<file path="src/rtl/refill_beat_packer_if.sv">
// Refill packer bus bundle.
//   beat_*  : narrow refill beats from the L2/AXI read channel (valid/grant)
//   word_*  : packed OUT_WIDTH-bit words to the replay buffer (valid/grant)
// Modports:
//   master : environment side, drives beats and word_grant_i
//   slave  : packer side, drives beat_grant_o and the word outputs
interface refill_beat_packer_if #(
  parameter int unsigned IN_WIDTH  = 32,
  parameter int unsigned OUT_WIDTH = 64
) ();
  logic [IN_WIDTH-1:0]  beat_data_i;
  logic                 beat_last_i;
  logic                 beat_valid_i;
  logic                 beat_grant_o;
  logic [OUT_WIDTH-1:0] word_data_o;
  logic                 word_valid_o;
  logic                 word_grant_i;
  logic                 word_last_o;
  logic                 word_partial_o;

  modport master (
    output beat_data_i, beat_last_i, beat_valid_i, word_grant_i,
    input  beat_grant_o, word_data_o, word_valid_o, word_last_o, word_partial_o
  );

  modport slave (
    input  beat_data_i, beat_last_i, beat_valid_i, word_grant_i,
    output beat_grant_o, word_data_o, word_valid_o, word_last_o, word_partial_o
  );
endinterface

</file>
<file path="src/rtl/refill_beat_packer.sv">
// Packs IN_WIDTH-bit refill beats into OUT_WIDTH-bit words, first beat in the
// least-significant lane. An early 'last' closes a zero-padded partial word.
// Single word register; pop and refill in the same cycle keeps one beat/cycle.
// Ports:
//   clk  : clock, rising edge
//   rst  : synchronous reset, active-high
//   bus  : refill_beat_packer_if.slave (beat input channel, word output channel)
module refill_beat_packer #(
  parameter int unsigned IN_WIDTH  = 32,
  parameter int unsigned OUT_WIDTH = 64
) (
  input  logic                 clk,
  input  logic                 rst,
  refill_beat_packer_if.slave  bus
);
  localparam int unsigned R  = OUT_WIDTH / IN_WIDTH;
  localparam int unsigned CW = (R > 1) ? $clog2(R) : 1;

  typedef enum logic [0:0] {StFill, StHold} state_e;

  state_e               state_q, state_d;
  logic [CW-1:0]        cnt_q, cnt_d;
  logic [OUT_WIDTH-1:0] data_q, data_d;
  logic                 last_q, last_d;
  logic                 partial_q, partial_d;

  logic                 wr_en;
  logic [CW-1:0]        wr_idx;
  logic                 wr_closes;

  always_comb begin
    state_d          = state_q;
    cnt_d            = cnt_q;
    data_d           = data_q;
    last_d           = last_q;
    partial_d        = partial_q;
    wr_en            = 1'b0;
    wr_idx           = cnt_q;
    wr_closes        = 1'b0;
    bus.beat_grant_o = 1'b1;

    unique case (state_q)
      StFill: begin
        bus.beat_grant_o = 1'b1;
        wr_en            = bus.beat_valid_i;
      end
      StHold: begin
        bus.beat_grant_o = bus.word_grant_i;
        if (bus.word_grant_i) begin
          // Pop: clear the whole word so a refill in this same cycle starts
          // from an all-zero word and padding never leaks old data.
          data_d    = '0;
          last_d    = 1'b0;
          partial_d = 1'b0;
          state_d   = StFill;
          cnt_d     = '0;
          wr_en     = bus.beat_valid_i;
          wr_idx    = '0;
        end
      end
      default: ;
    endcase

    if (wr_en) begin
      // Lanes above wr_idx are already zero: every word starts cleared.
      for (int l = 0; l < int'(R); l++) begin
        if (wr_idx == CW'(l)) begin
          data_d[l*IN_WIDTH +: IN_WIDTH] = bus.beat_data_i;
        end
      end
      wr_closes = (wr_idx == CW'(R - 1)) || bus.beat_last_i;
      if (wr_closes) begin
        state_d   = StHold;
        last_d    = bus.beat_last_i;
        partial_d = bus.beat_last_i && (wr_idx != CW'(R - 1));
        cnt_d     = '0;
      end else begin
        state_d   = StFill;
        cnt_d     = wr_idx + CW'(1);
      end
    end
  end

  always_ff @(posedge clk) begin
    if (rst) begin
      state_q   <= StFill;
      cnt_q     <= '0;
      data_q    <= '0;
      last_q    <= 1'b0;
      partial_q <= 1'b0;
    end else begin
      state_q   <= state_d;
      cnt_q     <= cnt_d;
      data_q    <= data_d;
      last_q    <= last_d;
      partial_q <= partial_d;
    end
  end

  assign bus.word_data_o    = data_q;
  assign bus.word_valid_o   = (state_q == StHold);
  assign bus.word_last_o    = last_q;
  assign bus.word_partial_o = partial_q;
endmodule

</file>
<file path="src/flat_wrapper.sv">
// flat-port wrapper written by rule: the top's interface ports become plain ports
module refill_beat_packer_flat 
#(
  parameter int unsigned IN_WIDTH  = 32,
  parameter int unsigned OUT_WIDTH = 64
)
  (clk, rst, bus_beat_data_i, bus_beat_last_i, bus_beat_valid_i, bus_word_grant_i, bus_beat_grant_o, bus_word_data_o, bus_word_valid_o, bus_word_last_o, bus_word_partial_o);
  refill_beat_packer_if #(.IN_WIDTH(IN_WIDTH), .OUT_WIDTH(OUT_WIDTH)) bus_i ();
  input  logic clk;
  input  logic rst;
  input wire logic [$bits(bus_i.beat_data_i)-1:0] bus_beat_data_i;
  input wire logic [$bits(bus_i.beat_last_i)-1:0] bus_beat_last_i;
  input wire logic [$bits(bus_i.beat_valid_i)-1:0] bus_beat_valid_i;
  input wire logic [$bits(bus_i.word_grant_i)-1:0] bus_word_grant_i;
  output wire logic [$bits(bus_i.beat_grant_o)-1:0] bus_beat_grant_o;
  output wire logic [$bits(bus_i.word_data_o)-1:0] bus_word_data_o;
  output wire logic [$bits(bus_i.word_valid_o)-1:0] bus_word_valid_o;
  output wire logic [$bits(bus_i.word_last_o)-1:0] bus_word_last_o;
  output wire logic [$bits(bus_i.word_partial_o)-1:0] bus_word_partial_o;
  assign bus_i.beat_data_i = bus_beat_data_i;
  assign bus_i.beat_last_i = bus_beat_last_i;
  assign bus_i.beat_valid_i = bus_beat_valid_i;
  assign bus_i.word_grant_i = bus_word_grant_i;
  assign bus_beat_grant_o = bus_i.beat_grant_o;
  assign bus_word_data_o = bus_i.word_data_o;
  assign bus_word_valid_o = bus_i.word_valid_o;
  assign bus_word_last_o = bus_i.word_last_o;
  assign bus_word_partial_o = bus_i.word_partial_o;
  refill_beat_packer #(.IN_WIDTH(IN_WIDTH), .OUT_WIDTH(OUT_WIDTH)) u_core (.clk(clk), .rst(rst), .bus(bus_i));
endmodule
</file>
<file path="config.mk">
export PLATFORM = sky130hd
export DESIGN_NAME = refill_beat_packer_flat
export DESIGN_NICKNAME = d
export VERILOG_FILES = /design/src/rtl/refill_beat_packer_if.sv /design/src/rtl/refill_beat_packer.sv /design/src/flat_wrapper.sv
export SDC_FILE = /design/constraint.sdc
export NUM_CORES = 1
export LEC_CHECK = 0
export CAP_MARGIN = 15
export CORE_UTILIZATION = 46
export CTS_CLUSTER_SIZE = 14
export DETAILED_ROUTE_END_ITERATION = 7
export PLACE_DENSITY = 0.87
export SYNTH_ARGS = -nofsm -noshare
export SYNTH_HDL_FRONTEND = slang
export SYNTH_SLANG_ARGS = --single-unit
</file>
<file path="constraint.sdc">
create_clock -name clk -period 3.5 [get_ports clk]
set_input_delay 0.525 -clock clk [delete_from_list [all_inputs] [get_ports clk]]
set_output_delay 0.525 -clock clk [all_outputs]
set_load 0.02 [all_outputs]
</file>
# [Word-level counts from Yosys, hierarchy flattened]
# Index checks and enable logic that the tools add are counted.
[word_totals] elab_cells=34 reg_bits=68 out_inout_bits=68 in_bits=37
[op_classes] muxes=24 bitwise=2 addsub=1 n_reduce_logical=2
[ops] cell="$mux 64" n=3
[ops] cell="$mux 32" n=2
[ops] cell="$mux 1" n=17
[ops] cell="$pmux 1 s2" n=2
[ops] cell="$not 1->1" n=2
[ops] cell="$add 1x1->1 const B" n=1
[ops] cell="$logic_and 1x1->1" n=1
[ops] cell="$logic_or 1x1->1" n=1

# [Depth between registers and ports, before layout]
# Gate-level depths: netlist of run 1.
[depth] depth_word=6 depth_mapped=6

# [Least setup slack after synthesis of run 1]
# Ideal clock, no wire load.
[synth_path] path_kind="in2reg" startpoint="input bus_beat_valid_i" endpoint="register u_core.data_q[34], in the netlist u_core.bus.word_data_o[34]" arrival_ps=1398 setup_ps=117 required_ps=3383 path_stages=6 path_slack_ps=1986 n_path_buf=3 cell_sequence="buf_2 nand3b_4 and2_4 buf_6 buf_6 a22o_1"
[synth_between] elab_chain_cells=3
[synth_rtl] element="start: declaration" line_no="flat_wrapper.sv:13" text="input wire logic [$bits(bus_i.beat_valid_i)-1:0] bus_beat_valid_i;"
[synth_rtl] element="$mux 1" line_no="refill_beat_packer.sv:49" text="if (bus.word_grant_i) begin"
[synth_rtl] element="$pmux 1 s2 (*)" line_no="refill_beat_packer.sv:42" text="unique case (state_q)"
[synth_rtl] element="$mux 64 (*)" line_no="refill_beat_packer.sv:64" text="if (wr_en) begin"
[synth_rtl] element="end signal: assignment" line_no="refill_beat_packer.sv:94" text="data_q <= data_d;"
[synth_rtl] element="end: declaration" line_no="refill_beat_packer.sv:23" text="logic [OUT_WIDTH-1:0] data_q, data_d;"
# Mark *: on every way between the ends. The rest lies on a longest branch, timed or not.
# A chain may end at the register's enable or synchronous reset.

# [Worst setup path after layout of run 1]
[layout_path] startpoint="input bus_word_grant_i" endpoint="output bus_beat_grant_o"
[layout_between] elab_chain_cells=1
[layout_rtl] element="start: declaration" line_no="flat_wrapper.sv:14" text="input wire logic [$bits(bus_i.word_grant_i)-1:0] bus_word_grant_i;"
[layout_rtl] element="$pmux 1 s2" line_no="refill_beat_packer.sv:42"
[layout_rtl] element="end: declaration" line_no="flat_wrapper.sv:15" text="output wire logic [$bits(bus_i.beat_grant_o)-1:0] bus_beat_grant_o;"
# Every way passes these cells.

==> results of run 1 <==
==> through the flow <==
stage / instances / power [mW] / worst slack (ns) / utilization / hold WS [ns]
6_report: 410 / 1.69 / 0.982 / 0.719 / 0.458
5_1_grt: 410 / 1.76 / 0.914 / 0.719 / 0.474
4_1_cts: 410 / 1.70 / 0.978 / 0.719 / 0.460
3_5_place_dp: 394 / 1.13 / 0.985 / 0.685 / 0.452
3_3_place_gp: 394 / 1.13 / 1.02 / 0.685 / 0.443
2_1_floorplan: 236 / 1.00 / 1.99 / - / 0.486
==> per-layer routing <==
metal  share of wire  wire [um]
met2            0.45       2650
met3           0.078        464
met5               0          0
met4           0.017         99
met1            0.46       2700
==> cells in the final DEF, fill, tap and decap left out, drive strengths merged <==
cell type      instances
nor2                   1
clkdlybuf4s50        104
nand3b                 1
clkbuf                12
mux2i                 33
nand2                 35
nand4                  1
nand2b                34
a21oi                  4
buf                    3
nand3                  3
a221oi                 1
nand4b                 1
and2                   1
dfxtp                 68
o21ai                  1
a22o                  32
clkinv                 4
nor2b                  1
==> registers in the layout (all words and copies together), names as in the netlist <==
| signal | count |
|---|---|
| u_core.bus.word_data_o | 64 |
| u_core.bus.word_last_o | 1 |
| u_core.bus.word_partial_o | 1 |
| u_core.bus.word_valid_o | 1 |
| u_core.cnt_q | 1 |
==> worst min-delay path by stage <==
stage / start / end / slack, ns / cells past startpoint
floorplan: u_core.cnt_q$_SDFF_PP0_ / u_core.cnt_q$_SDFF_PP0_ / 0.49 / 2
global placement: u_core.bus.word_data_o[23]$_SDFF_PP0_ / u_core.bus.word_data_o[23]$_SDFF_PP0_ / 0.44 / 2
detailed placement: u_core.bus.word_data_o[23]$_SDFF_PP0_ / u_core.bus.word_data_o[23]$_SDFF_PP0_ / 0.45 / 2
CTS: u_core.bus.word_data_o[25]$_SDFF_PP0_ / u_core.bus.word_data_o[25]$_SDFF_PP0_ / 0.46 / 2
global route: u_core.bus.word_data_o[25]$_SDFF_PP0_ / u_core.bus.word_data_o[25]$_SDFF_PP0_ / 0.47 / 2
finish: u_core.bus.word_data_o[25]$_SDFF_PP0_ / u_core.bus.word_data_o[25]$_SDFF_PP0_ / 0.46 / 2
==> cell families after synthesis <==
kind of cell,share of synthesized area
AND/OR/NAND/NOR,0.166
flip-flops,0.531
AO/OA/AOI/OAI,0.124
multiplexers,0.129
buffers and inverters,0.0507
==> Yosys cell counts <==
cell type	instances	area (um2)
nand4_1	1	6.26
o21ai_0	1	5.00
nand4b_1	1	8.76
a21oi_1	3	15.0
a21oi_2	1	8.76
and2_4	1	8.76
nand2b_1	34	213
nand2_1	35	131
nand3_1	2	10.0
a22o_1	32	280
clkbuf_1	7	26.3
buf_2	5	25.0
nand3b_4	1	20.0
a221oi_1	1	8.76
nor2b_1	1	6.26
dfxtp_1	68	1360
buf_6	7	78.8
mux2i_1	33	330
nor2_1	1	3.75
nand3_4	1	17.5
==> report_power, final <==
group	switching, mW	internal [mW]
sequential	0.0217	0.812
combinational	0.137	0.144
clock	0.279	0.293
total	0.438	1.25
==> layout make-up <==
type                       count  area (um2)
clock buffer                  12         155
clock inverter                 4        23.8
fill                         400        1470
multi-input combinational    149        1080
sequential                    68        1360
tap                           70        87.6
timing repair buffer         107        1060
==> worst max-delay path, delay by kind of cell <==
family / cells / cell delay (ns)
buffers and inverters: 2 / 1.19
AND/OR/NAND/NOR: 1 / 0.28
==> results.json, run 1 <==
{
  "finalSetupViolations": 0,
  "place_congestion": 0.759,
  "hold_viol": 0,
  "fin_nets": 372,
  "worst_pin_slew_ns": 0.653,
  "ant_nets": 0,
  "synth.distinct_cells": 20,
  "routed_via_density": 5.06,
  "drv_slew": 0,
  "r2r-start": "u_core.bus.word_valid_o$_SDFF_PP0_",
  "antennaDiodeCount": 0,
  "peakVddDrop_mv": 0.303,
  "cpMostUsedCell": "clkdlybuf4s50_1",
  "fin_tns_setup_ns": 0,
  "cts_tree": "yes",
  "crit_path_end": "bus_beat_grant_o",
  "worstPathRequired_ns": 2.97,
  "dr.pass1.iters": 4,
  "cts_hold_repair.buffers": 0,
  "grt_pass1_vias": 1919,
  "arrival_ns": 1.99,
  "grt.overflow.total": 0,
  "fp.dieH_um": 76.7,
  "dieWidth_um": 76.7,
  "syn_inst": 236,
  "hold_path_class": "flop to flop",
  "maxCapViolations": 0,
  "cpPeakStageDelay_ns": 0.66,
  "ys_ff_latch": 68,
  "rows": 26,
  "clockBufferDepth": 2,
  "power.density_nw_per_um2": 448,
  "drc_errors": 0,
  "rr_worst_depth": 4,
  "r2r_end": "u_core.bus.word_data_o[61]$_SDFF_PP0_",
  "clkSinkCount": 68,
  "cp_slowest_cell": "clkdlybuf4s50_1",
  "io_pins": 105,
  "r2r_setup_slack_ns": 1.80,
  "final_area_um2": 3770,
  "cp-end-kind": "output pin",
  "worstSetupPathType": "input pin to output pin",
  "max_slew_margin": 0.564,
  "postCtsSetupBuffers": 0,
  "root_buffer": "clkbuf_8",
  "syn_area_um2": 2560,
  "yosys_warnings": 0,
  "period_share": 0.720,
  "die_area_um2": 5880,
  "coreArea_um2": 5240,
  "grt_pass1_wl_um": 9710,
  "wl_per_cell_um": 14.4,
  "critPathLaunchType": "input pin",
  "status": "finished clean",
  "io_buffers": 104,
  "critPathMaxFanout": 6,
  "syn_to_final_growth_pct": 46.9,
  "rsz0062_at_grt": "false",
  "num_vias": 2074,
  "met2_usage": 0.319,
  "startpoint": "bus_word_grant_i",
  "initial_core_util": 0.490,
  "placed_cell_area_um2": 3590,
  "grt_util_met3": 0.0643,
  "timing.fmax_mhz": 397,
  "drt_wl_total_um": 5910,
  "grt_util_met1": 0.272,
  "period_needed_ns": 2.52,
  "clkTransAtPathRegs_ns": 0.07,
  "cts_buffers": 9,
  "yosysSeqAreaShare": 0.531,
  "hpwlAfterDp_um": 4020,
  "grt_busiest_layer": "met2",
  "clock_latency_ns": 0.33,
  "cts_resized": 0,
  "power_leakage_nw": 1.53,
  "grt_max_degree": 34,
  "cp_cell_sequence": "clkdlybuf4s50_1, nand2b_1, clkdlybuf4s50_1",
  "cts-htree-levels": 3,
  "initialDrtViolationCount": 71,
  "track_usage": 0.210,
  "fin_skew_ns": 0.00532,
  "antenna_found_initial": 0,
  "syn_avg_cell_area_um2": 10.9,
  "drive_above_1_share": 0.0676,
  "syn-num-nets": 273
}
No activity file was read; power rests on OpenSTA's default activity.
==> inputs of run 2 (changes only) <==
CORE_UTILIZATION = 42   (was 46)
PLACE_DENSITY = 0.81   (was 0.87)
clock period = 2.42 ns   (was 3.5 ns; I/O delays follow)
==> results.json, run 2 (same netlist as run 1, synthesis figures left out) <==
{
  "status": "finished clean",
  "io_pins": 105,
  "fin_skew_ns": 0.00995,
  "grt_pass1_wl_um": 9560,
  "grt_max_degree": 38,
  "postCtsSetupBuffers": 0,
  "cts_buffers": 9,
  "cts_tree": "yes",
  "startpoint": "bus_word_grant_i",
  "syn_to_final_growth_pct": 49.5,
  "swShare": 0.250,
  "initialDrtViolationCount": 63,
  "largest_reg_flops": 64,
  "clkTransAtPathRegs_ns": 0.07,
  "place_congestion": 0.819,
  "p_seq_frac": 0.472,
  "dieWidth_um": 80.1,
  "cts_resized": 0,
  "power_frac_comb": 0.162,
  "power.density_nw_per_um2": 666,
  "r2r_end": "u_core.bus.word_data_o[52]$_SDFF_PP0_",
  "fp.dieH_um": 80.1,
  "fin_nets": 376,
  "power_leakage_nw": 1.55,
  "fin_tns_setup_ns": 0,
  "fin_util": 0.648,
  "dr.pass1.iters": 4,
  "timing.fmax_mhz": 486,
  "pre_cts_slack_ns": 0.358,
  "r2r_setup_slack_ns": 0.86,
  "hold-path-cell-count": 2,
  "worst_pin_slew_ns": 0.390,
  "maxCapViolations": 0,
  "num_vias": 2108,
  "cp-end-kind": "output pin",
  "die_area_um2": 6420,
  "drv_slew": 0,
  "p_clk_frac": 0.366,
  "hold-path-endpoint": "u_core.bus.word_data_o[20]$_SDFF_PP0_",
  "ant_nets": 0,
  "max_slew_margin": 0.739,
  "final_common_cell": "clkdlybuf4s50_1",
  "rows": 28,
  "period_share": 0.850,
  "worstSetupPathType": "input pin to output pin",
  "routed_via_density": 5.03,
  "rsz0062_at_grt": "false",
  "track_usage": 0.193,
  "hold_viol": 0,
  "grt_pass1_vias": 2041,
  "hold_path_class": "flop to flop",
  "finalSetupViolations": 0,
  "cts-htree-levels": 3,
  "grt.overflow.total": 0,
  "cts_hold_repair.buffers": 0,
  "intPower_mw": 1.92,
  "drc_errors": 0,
  "worstPathRequired_ns": 2.06,
  "final_cell_mix": "104 x clkdlybuf4s50_1, 68 x dfxtp_1, 35 x nand2_1",
  "coreArea_um2": 5920,
  "r2r-start": "u_core.bus.word_valid_o$_SDFF_PP0_",
  "period_needed_ns": 2.06,
  "clock_latency_ns": 0.33,
  "drt_wl_total_um": 6060,
  "critPathLaunchType": "input pin",
  "wl_per_cell_um": 14.5,
  "io_buffers": 104,
  "hp-start": "u_core.bus.word_data_o[20]$_SDFF_PP0_",
  "clockBufferDepth": 2,
  "drive_above_1_share": 0.0785,
  "critPathMaxFanout": 4,
  "rr_worst_depth": 3,
  "peakVddDrop_mv": 0.391,
  "clkSinkCount": 68,
  "power_switching_mw": 0.637,
  "arrival_ns": 1.69,
  "root_buffer": "clkbuf_8",
  "initial_core_util": 0.433,
  "setup_ws_ns": 0.363,
  "antennaDiodeCount": 0,
  "antenna_found_initial": 0,
  "hpwlAfterDp_um": 4050,
  "total_power_mw": 2.55
}
run 2: area by class of cell:
type / count / area [um2]
sequential: 68 / 1360
clock inverter: 4 / 47.5
clock buffer: 12 / 155
multi-input combinational: 149 / 1080
tap: 75 / 93.8
timing repair buffer: 111 / 1090
fill: 495 / 2090
run 2: power by group through the flow:
stage	clock, mW	combinational (mW)	sequential [mW]
after floorplan	0	0.154	1.29
after global placement	0	0.409	1.23
after detailed placement	0	0.414	1.23
after CTS	0.956	0.417	1.20
after global routing	1.01	0.440	1.21
final	0.934	0.414	1.20
run 2: critical path, cell delays in order:
cell,delay (ns)
clkdlybuf4s50_1,0.56
nand2b_1,0.16
clkdlybuf4s50_1,0.61
run 2: worst max path at each step:
stage	end	cells after the start
2_1_floorplan	u_core.bus.word_data_o[34]$_SDFF_PP0_	5
5_1_grt	bus_beat_grant_o	3
6_report	bus_beat_grant_o	3
4_1_cts	bus_beat_grant_o	3
3_5_place_dp	bus_beat_grant_o	3
3_3_place_gp	bus_beat_grant_o	3
run 2: per-layer routing:
| metal | wire length [um] | part of all wire | up-vias | GRT usage |
|---|---|---|---|---|
| met1 | 2710 | 0.45 | 989 | 0.227 |
| li1 | - | - | 1018 | - |
| met5 | 0 | 0 | - | 0 |
| met2 | 2840 | 0.47 | 91 | 0.331 |
| met4 | 89 | 0.015 | 0 | 0.0857 |
| met3 | 417 | 0.069 | 10 | 0.0489 |
run 2: per-stage QoR:
stage	area [um2]	std cells	hold slack (ns)
floorplan	2560	236	0.486
global placement	3630	403	0.444
detailed placement	3630	403	0.453
CTS	3830	419	0.462
global route	3830	419	0.479
finish	3830	419	0.459
